File: config.mk
export PLATFORM = sky130hd
export DESIGN_NAME = uart_reg_bridge
export DESIGN_NICKNAME = d
export VERILOG_FILES = /design/src/rtl/uart_reg_bridge.sv
export SDC_FILE = /design/constraint.sdc
export NUM_CORES = 1
export LEC_CHECK = 0
export CAP_MARGIN = 25
export CORE_MARGIN = 2
export CORE_UTILIZATION = 56
export DETAILED_ROUTE_END_ITERATION = 7
export PLACE_DENSITY = 0.86
export SKIP_CTS_REPAIR_TIMING = 1
export SYNTH_ARGS = -nofsm -noshare
export SYNTH_HDL_FRONTEND = slang
export SYNTH_SLANG_ARGS = --single-unit
File: constraint.sdc
create_clock -name clk -period 3.2 [get_ports clk]
set_input_delay 0.96 -clock clk [delete_from_list [all_inputs] [get_ports clk]]
set_output_delay 0.96 -clock clk [all_outputs]
set_load 0.005 [all_outputs]
File: src/rtl/uart_reg_bridge.sv
// UART byte-stream to register-bus bridge: decodes write/read frames, issues one
// bus request per complete frame and returns an ack, read data or error byte.
module uart_reg_bridge #(
  parameter int N_BYTES = 4,
  parameter int TIMEOUT = 1_000_000,
  localparam int DATA_W = 8 * N_BYTES
) (
  input  logic              clk,
  input  logic              rst_n,
  input  logic [7:0]        rx_data,
  input  logic              rx_valid,
  output logic              rx_ready,
  output logic [7:0]        tx_data,
  output logic              tx_valid,
  input  logic              tx_ready,
  output logic [7:0]        bus_addr,
  output logic [DATA_W-1:0] bus_wdata,
  output logic              bus_wr,
  output logic              bus_rd,
  input  logic              bus_ack,
  input  logic [DATA_W-1:0] bus_rdata,
  output logic              err_timeout
);

  localparam int CW = $clog2(N_BYTES + 1);
  localparam int TW = $clog2(TIMEOUT);
  localparam logic [CW-1:0] LAST_DATA = CW'(N_BYTES - 1);
  localparam logic [TW-1:0] TMO_LAST  = TW'(TIMEOUT - 1);
  localparam logic [7:0] CMD_WR  = 8'h57;
  localparam logic [7:0] CMD_RD  = 8'h52;
  localparam logic [7:0] RSP_ACK = 8'h4B;
  localparam logic [7:0] RSP_ERR = 8'h3F;

  typedef enum logic [2:0] {IDLE, ADDR, WDATA, BUS, RESP} state_t;

  state_t            state;
  logic [CW-1:0]     byte_cnt;
  logic [CW-1:0]     rsp_last;
  logic [TW-1:0]     tmo_cnt;
  logic              is_rd;
  logic [DATA_W-1:0] rsp_sr;
  logic              rx_fire;
  logic              tx_fire;

  assign rx_fire = rx_valid & rx_ready;
  assign tx_fire = tx_valid & tx_ready;

  always_ff @(posedge clk or negedge rst_n) begin
    if (!rst_n) begin
      state       <= IDLE;
      byte_cnt    <= '0;
      rsp_last    <= '0;
      tmo_cnt     <= '0;
      is_rd       <= 1'b0;
      rsp_sr      <= '0;
      rx_ready    <= 1'b0;
      tx_valid    <= 1'b0;
      tx_data     <= '0;
      bus_addr    <= '0;
      bus_wdata   <= '0;
      bus_wr      <= 1'b0;
      bus_rd      <= 1'b0;
      err_timeout <= 1'b0;
    end else begin
      err_timeout <= 1'b0;
      case (state)
        IDLE: begin
          rx_ready <= 1'b1;
          if (rx_fire) begin
            if (rx_data == CMD_WR || rx_data == CMD_RD) begin
              state <= ADDR;
              is_rd <= (rx_data == CMD_RD);
            end else begin
              state    <= RESP;
              rx_ready <= 1'b0;
              tx_valid <= 1'b1;
              tx_data  <= RSP_ERR;
              rsp_last <= '0;
            end
          end
        end
        ADDR: begin
          if (rx_fire) begin
            bus_addr <= rx_data;
            tmo_cnt  <= '0;
            if (is_rd) begin
              state    <= BUS;
              rx_ready <= 1'b0;
              bus_rd   <= 1'b1;
            end else begin
              state <= WDATA;
            end
          end else if (tmo_cnt == TMO_LAST) begin
            state       <= IDLE;
            tmo_cnt     <= '0;
            err_timeout <= 1'b1;
          end else begin
            tmo_cnt <= tmo_cnt + TW'(1);
          end
        end
        WDATA: begin
          // An accepted byte wins over a timeout expiring in the same cycle.
          if (rx_fire) begin
            bus_wdata <= (bus_wdata << 8) | DATA_W'(rx_data);
            tmo_cnt   <= '0;
            if (byte_cnt == LAST_DATA) begin
              state    <= BUS;
              byte_cnt <= '0;
              rx_ready <= 1'b0;
              bus_wr   <= 1'b1;
            end else begin
              byte_cnt <= byte_cnt + CW'(1);
            end
          end else if (tmo_cnt == TMO_LAST) begin
            state       <= IDLE;
            tmo_cnt     <= '0;
            byte_cnt    <= '0;
            err_timeout <= 1'b1;
          end else begin
            tmo_cnt <= tmo_cnt + TW'(1);
          end
        end
        BUS: begin
          if (bus_ack) begin
            bus_wr   <= 1'b0;
            bus_rd   <= 1'b0;
            state    <= RESP;
            tx_valid <= 1'b1;
            if (is_rd) begin
              tx_data  <= bus_rdata[DATA_W-1 -: 8];
              rsp_sr   <= bus_rdata << 8;
              rsp_last <= LAST_DATA;
            end else begin
              tx_data  <= RSP_ACK;
              rsp_last <= '0;
            end
          end
        end
        RESP: begin
          if (tx_fire) begin
            if (byte_cnt == rsp_last) begin
              state    <= IDLE;
              byte_cnt <= '0;
              tx_valid <= 1'b0;
              rx_ready <= 1'b1;
            end else begin
              byte_cnt <= byte_cnt + CW'(1);
              tx_data  <= rsp_sr[DATA_W-1 -: 8];
              rsp_sr   <= rsp_sr << 8;
            end
          end
        end
        default: state <= IDLE;
      endcase
    end
  end

endmodule

==> PnR_summary.wiki <==
{| class="wikitable"
! Metric !! Value
|-
| Post-synthesis cell count || 463
|-
| FMAX || 368 MHz
|-
| M2 GR Usage || 0.423
|-
| Power consumption || 2.22 mW
|-
| Slew at the pin with the worst max-slew slack || 0.514 ns
|-
| Internal cell power || 1.74 mW
|-
| Portion of the clock cycle consumed by the worst path in the final layout || 0.848
|-
| Source of the worst register-to-register timing path || state[1]
|-
| Fraction of layout cells with a size suffix above 1 || 0.143
|-
| Outcome || completed
|-
| Required arrival time at the worst endpoint || roughly 3.5 ns
|-
| Level count of the clock H-tree || 3
|-
| Top FF cell, synth || sky130_fd_sc_hd__dfrtp_1
|-
| Number of global-route vias before repair || between 3000 and 4000
|-
| RSZ-0062 raised after global routing || false
|-
| Number of antenna diodes || 0
|-
| Number of setup violations in the final report || 0
|-
| Global-route total usage across every layer || 0.247
|-
| Residual DRC || 0
|-
| Mux contribution to synthesized area || 0.119
|-
| FF+latch count, synth || 105
|-
| Total half-perimeter wirelength after legalization and detailed placement || 8120 um
|-
| Complex-gate fraction of the synthesized area || 0.111
|-
| Share of synthesized flip-flops with an asynchronous set or reset || 1.00
|-
| Antenna violations before repair || 0
|-
| Worst hold start || bus_addr[2]
|-
| Leading post-synthesis cells by cell area || sky130_fd_sc_hd__dfrtp_1 (54%), sky130_fd_sc_hd__mux2_2 (10%), sky130_fd_sc_hd__nand2_1 (5.1%), sky130_fd_sc_hd__nor2_1 (4.0%), sky130_fd_sc_hd__a31oi_1 (2.8%)
|-
| Area of the core region || 8590 um2
|-
| Hold path cells || 2
|-
| Fraction of power spent switching nets || 0.216
|-
| Maximum number of pins on one net before global-route repair || 58
|-
| Final count of hold timing violations || 0
|-
| Synthesis-to-layout area growth || 26.3%
|-
| Width of the chip || 97.6 um
|-
| Critical path class || in -> reg
|-
| Number of buffers between clock root and the deepest sink || 2
|-
| Die Y || 97.6 um
|-
| Destination of the worst register-to-register timing path || tx_data[4]
|-
| Overall overflow remaining after global route || 0
|-
| Dominant combinational cell family by area after synthesis || simple AND/OR/NAND/NOR gates
|-
| Total number of yosys warnings || 0
|-
| Distinct cells, synth || 57
|-
| Area share of fa/ha/maj cells after synthesis || 0.0102
|-
| Terminating pin of the worst hold path || bus_addr[2]
|-
| Number of synthesized flops with an enable pin || 0
|-
| Routed wire length || 11200 um
|-
| Leakage power summed over all cells || 2.84 nW
|-
| Global-route wire length before repair || around 19000 um
|-
| Relative max-transition margin || 0.657
|-
| Clock-pin transition on the worst setup and hold timing paths || roughly 0.09 ns
|-
| First DRT Iteration DRCs || 229
|-
| Fin. max-slew vios || 0
|-
| Worst Clk Skew || 0.0142 ns
|-
| Routability-driven placement congestion ratio || 0.854
|-
| IO buf count || 97
|-
| Syn avg cell area || approximately 11 um2
|-
| Sequential cell area || 2630 um2
|-
| R2R cell count || 5
|-
| Number of placement rows || 34
|-
| Num Clock Sinks || between 100 and 150
|-
| Layer carrying the most global-route usage || met2
|-
| Fin Hold WS || around 0.50 ns
|-
| Routing usage on met1 || 0.310
|-
| Number of buffers created by CTS || 9
|-
| Arrival time of the worst setup path || 2.97 ns
|-
| Most frequent cells after synthesis || sky130_fd_sc_hd__dfrtp_1 (105), sky130_fd_sc_hd__nand2_1 (66), sky130_fd_sc_hd__nor2_1 (52)
|-
| Crit path from || rx_data[6]
|-
| Clock network latency to the later pin of the worst-skew pair || 0.36 ns
|-
| Average wire per standard cell || between 15 and 20 um
|-
| Final-layout fill cell count || 608
|-
| Class of the most critical hold timing path || reg -> reg
|-
| Sw Pwr || roughly 480 uW
|-
| Post-synth design cell area || 4900 um2
|-
| Initial core utilization || 0.571
|-
| Post-route setup TNS || 0 ns
|-
| Fraction of synthesized cell area taken by the top area cell type || 0.536
|-
| Highest fanout seen on the critical path || 8
|-
| Met3 track demand over resource || 0.0676
|-
| Most common cell in the netlist || sky130_fd_sc_hd__dfrtp_1
|-
| Area used by multi-input combinational logic || 2130 um2
|-
| Power density of the placed cells || 358 nW/um2
|-
| Clock share of power || 0.358
|-
| Vias per Instance || 5.78
|-
| Via count || 3870
|-
| Xor-xnor portion of the synthesized cell area || 0.0214
|-
| CTS tree || yes
|-
| Total number of nets in the final design || 607
|-
| First-pass iteration count of the detailed router || 6
|-
| Endpoint kind of the worst setup timing path || flop
|-
| Share of synthesized cell area in and, or, nand and nor gates || 0.172
|-
| CTS Root Buffer Type || sky130_fd_sc_hd__clkbuf_8
|-
| Worst reg-to-reg setup slack || about 0.91 ns
|-
| Cell taking the most area after synthesis || sky130_fd_sc_hd__dfrtp_1
|-
| Min cycle time layout || 2.71 ns
|-
| Total of max-cap violations || 0
|-
| Max IR drop VDD || 0.000284 V
|-
| Boundary pin count || 98
|-
| Routed Antenna Nets || 0
|-
| Register area share after synthesis || 0.536
|-
| Floorplan die area || 9520 um2
|-
| Combinational power share || 0.044
|-
| Sequential cell fraction of total power || 0.598
|-
| Startpoint types || input pin
|-
| Post-Syn Nets || about 510
|}
state kept, by name, indices dropped and copies added (netlist names):
signal / flops
bus_wdata: 32
rsp_sr: 24
tmo_cnt: 20
bus_addr: 8
tx_data: 8
byte_cnt: 3
state: 3
bus_rd: 1
bus_wr: 1
err_timeout: 1
is_rd: 1
rsp_last: 1
rx_ready: 1
tx_valid: 1
cells by family (layout without fill, tap and decap cells):
kind of cell	Yosys count	count (layout)
and+or+nand+nor	175	175
buffers and inverters	35	133
xor gates and xnor gates	12	12
muxes	52	52
adders and majority gates	4	4
AOI/OAI and AO/OA	80	80
DFF	105	105
stage by stage:
step	area (um2)	utilization	setup slack, ns	instances
after floorplan	4900	-	0.834	463
after global placement	6010	0.699	0.212	655
after detailed placement	6010	0.699	0.0720	655
after CTS	6190	0.721	0.476	669
after global routing	6190	0.721	0.444	669
final	6190	0.721	0.486	669
how the worst max path moves through the flow:
stage,to,slack [ns],cells after the start
2_1_floorplan,tx_data[2],0.83,5
3_3_place_gp,tx_data[2],0.21,6
3_5_place_dp,tx_data[7],0.07,6
4_1_cts,tx_data[4],0.48,6
5_1_grt,tx_data[4],0.44,6
6_report,tx_data[4],0.49,6
worst max-delay path: stages:
cell and delay [ns]:
sky130_fd_sc_hd__clkdlybuf4s50_1 0.49, sky130_fd_sc_hd__nor4bb_1 0.46, sky130_fd_sc_hd__nor4b_2 0.43, sky130_fd_sc_hd__a211o_1 0.23, sky130_fd_sc_hd__a21oi_4 0.09, sky130_fd_sc_hd__mux2_2 0.30
power groups by stage:
stage                     logic, mW  clock network, mW  registers (mW)
after floorplan             0.00856                  0            1.35
after global placement       0.0970                  0            1.35
after detailed placement     0.0987                  0            1.35
after CTS                    0.0991              0.811            1.33
after global routing          0.108              0.870            1.33
final                        0.0974              0.794            1.33
routing by layer:
metal  up-vias  wire length (um)
met4         0               252
li1       1822                 -
met5         -                 0
met1      1897              4670
met3        23               533
met2       128              5720
placed cells by master, fill, tap and decap left out, types with 3 or more instances in the layout:
| cell type | instances |
|---|---|
| sky130_fd_sc_hd__nor3_1 | 6 |
| sky130_fd_sc_hd__buf_4 | 10 |
| sky130_fd_sc_hd__inv_1 | 11 |
| sky130_fd_sc_hd__dfrtp_1 | 105 |
| sky130_fd_sc_hd__or4_1 | 3 |
| sky130_fd_sc_hd__a21o_1 | 4 |
| sky130_fd_sc_hd__mux2_2 | 44 |
| sky130_fd_sc_hd__nor2_1 | 52 |
| sky130_fd_sc_hd__o22ai_1 | 3 |
| sky130_fd_sc_hd__nand4_1 | 3 |
| sky130_fd_sc_hd__nand2b_1 | 5 |
| sky130_fd_sc_hd__and4_1 | 3 |
| sky130_fd_sc_hd__clkdlybuf4s50_1 | 96 |
| sky130_fd_sc_hd__nand2_1 | 66 |
| sky130_fd_sc_hd__a21oi_1 | 12 |
| sky130_fd_sc_hd__a31oi_1 | 22 |
| sky130_fd_sc_hd__clkbuf_8 | 9 |
| sky130_fd_sc_hd__o21ai_0 | 15 |
| sky130_fd_sc_hd__and3_1 | 4 |
| sky130_fd_sc_hd__xnor2_1 | 11 |
| sky130_fd_sc_hd__mux2i_1 | 6 |
| sky130_fd_sc_hd__nand3_1 | 10 |
| sky130_fd_sc_hd__a22o_1 | 9 |
| sky130_fd_sc_hd__ha_1 | 4 |
area by class of cell:
cell class	instances	area share
Sequential cell	105	0.424
Timing Repair Buffer	108	0.174
Multi-Input combinational cell	323	0.344
Tap cell	108	0.0218
Inverter	11	0.00667
Clock buffer	10	0.0206
Clock inverter	4	0.00889
Power figures use the tool's default switching activity.
==> patch: new RTL, same settings <==
Make the reset (`rst_n`) synchronous in one clocked block.
--- a/src/rtl/uart_reg_bridge.sv
+++ b/src/rtl/uart_reg_bridge.sv
@@ -46,5 +46,5 @@
   assign tx_fire = tx_valid & tx_ready;
 
-  always_ff @(posedge clk or negedge rst_n) begin
+  always_ff @(posedge clk) begin
     if (!rst_n) begin
       state       <= IDLE;
Function: differs if rst_n is asserted again (counterexample within 4 cycles, from zero or initial values and one cycle with rst_n low); with rst_n held inactive, the same outputs for 10 cycles.
==> patch against the original RTL <==
- wire length shrank 0.67%
- worst setup slack better by 160 ps
- sequential cell count unchanged
- global-route usage rose by 0.36 points
- synthesized area fell by 6.4%
- design area fell by 5.8%
- critical endpoint is now tx_valid$_SDFFE_PN0P_
Power is not compared: it rests on default switching activity, and its combinational part moved more than twofold at a synthesized area within 25%.
==> patch: results (changes against the original RTL) <==
* Layout cell share with drive strength beyond 1 at 6.12% (-8.1 points)
* DR WL/cell at 14.6 µm (-12%)
* Total GRT Usage at 25.1% (+0.36 points)
* Adder-cell share of the synthesized area at 1.09% (+0.070 points)
* Signal buf overhead at 18.6% (+1.2 points)
* Hold worst-path end: rsp_sr[14]$_SDFFE_PN0P_
* Final net count at 698 (+15%)
* Placed instance area at 0.00566 mm² (-5.8%)
* Post-layout instance area at 0.00583 mm² (-5.8%)
* Yosys cell types at 55 (-3.5%)
* Root Driver: clkbuf_8
* DRT iter0 DRCs at 319 (+39%)
* Std-Cell Core Area at 0.00809 mm² (-5.8%)
* FFs & Latches at 105 (unchanged)
* Clock power share at 30.0%
* Seq pwr at 1360 µW
* Layout clock buffer count at 12 (+2)
* Max FO, Critical Path at 21 (+13)
* CTS clock-pin slew for the worst setup and hold paths at 90 ps (about the same)
* Post-synthesis compound-gate area fraction at 15.8% (+4.8 points)
* Multi-Input Combinational at 416 (+29%)
* RR Startpoint: state[0]$_SDFFE_PN0P_
* Top cells by area, synth: dfxtp_1 (46%), nand2_1 (11%), a21oi_1 (6.3%)
* Critical path class: reg2reg
* Multi-input gate area at 0.00231 mm² (+8.5%)
* CTS H-tree lvls at 3 (unchanged)
* Vias at 4310 (+11%)
* Maximum VDD drop at 0.280 mV
* Skew final at 9.38 ps (-4.82 ps)
* Vias in the first global route at 3992 (+2.2%)
* Status: finished, final reports clean
* Storage cell area at 0.00210 mm² (-20%)
* Largest net degree at the start of global routing at 44 (-24%)
* DP Worst Slack at 326 ps (+253 ps)
* First-pass GRT wire length at 18100 µm (-4.2%)
* Slew at the pin with the worst max-slew slack at 785 ps (+270 ps)
* Data arrival, critical path at 2870 ps (-100 ps)
* Min Hold Slack at 457 ps (-38.9 ps)
* Share of flip-flops with an asynchronous set or reset at 0% (-100 points)
* Crit-path slowest cell: and2_1
* FILL cells at 626 (+3.0%)
* Non-clk invs at 8 (-3)
* Hold wc startpoint: rsp_sr[14]$_SDFFE_PN0P_
* RD Place Congestion at 0.881 (+3.2%)
* Sequential share of the synthesized area at 45.8% (-7.8 points)
* DP Wirelength at 7960 µm (-2.0%)
* Global route overflow at 0 (unchanged)
* Final worst path period share at 79.9% (-5.0 points)
* Nonclk buf count at 109 (+0.93%)
* Post-synth top cells: nand2_1 (132), dfxtp_1 (105), a21oi_1 (58)
* CP peak stage delay at 720 ps (+230 ps)
* Primary FF master, synth: dfxtp_1
* Syn Nets at 619 (+21%)
* Multiplexer share of the synthesized area at 2.40% (-9.5 points)
* R2R Path End: tx_valid$_SDFFE_PN0P_
* Synth Area in XOR/XNOR at 3.63% (+1.5 points)
* Worst R2R Setup Slack at 640 ps (-270 ps)
* Final-layout clock-cell area share at 2.98% (+0.031 points)
* Synth warn at 0 (unchanged)
patch: cell types whose count changed in the layout (fill, tap and decap cells not counted), moves of 9 or more:
cell and delta:
xor2_1 +15, a22o_1 -9, a21oi_1 +46, a311oi_1 +15
dfrtp_1 -105, a31oi_1 -20, mux2_2 -44, nand3_1 +16
nand2_1 +66, dfxtp_1 +105
patch: stage by stage:
| step | std cells | power [µW] |
|---|---|---|
| after floorplan | 570 | 1570 |
| after global routing | 759 | 2560 |
| final | 759 | 2450 |
| after CTS | 759 | 2460 |
| after detailed placement | 743 | 1740 |
| after global placement | 743 | 1730 |
patch: per-layer routing:
metal  GRT usage, %  wire (µm)  vias to the layer above
met5              0          0                        -
met4           5.92        192                        0
met3           5.75        624                       27
met2           44.3       5590                      159
met1           31.1       4690                     1998
li1               -          -                     2126
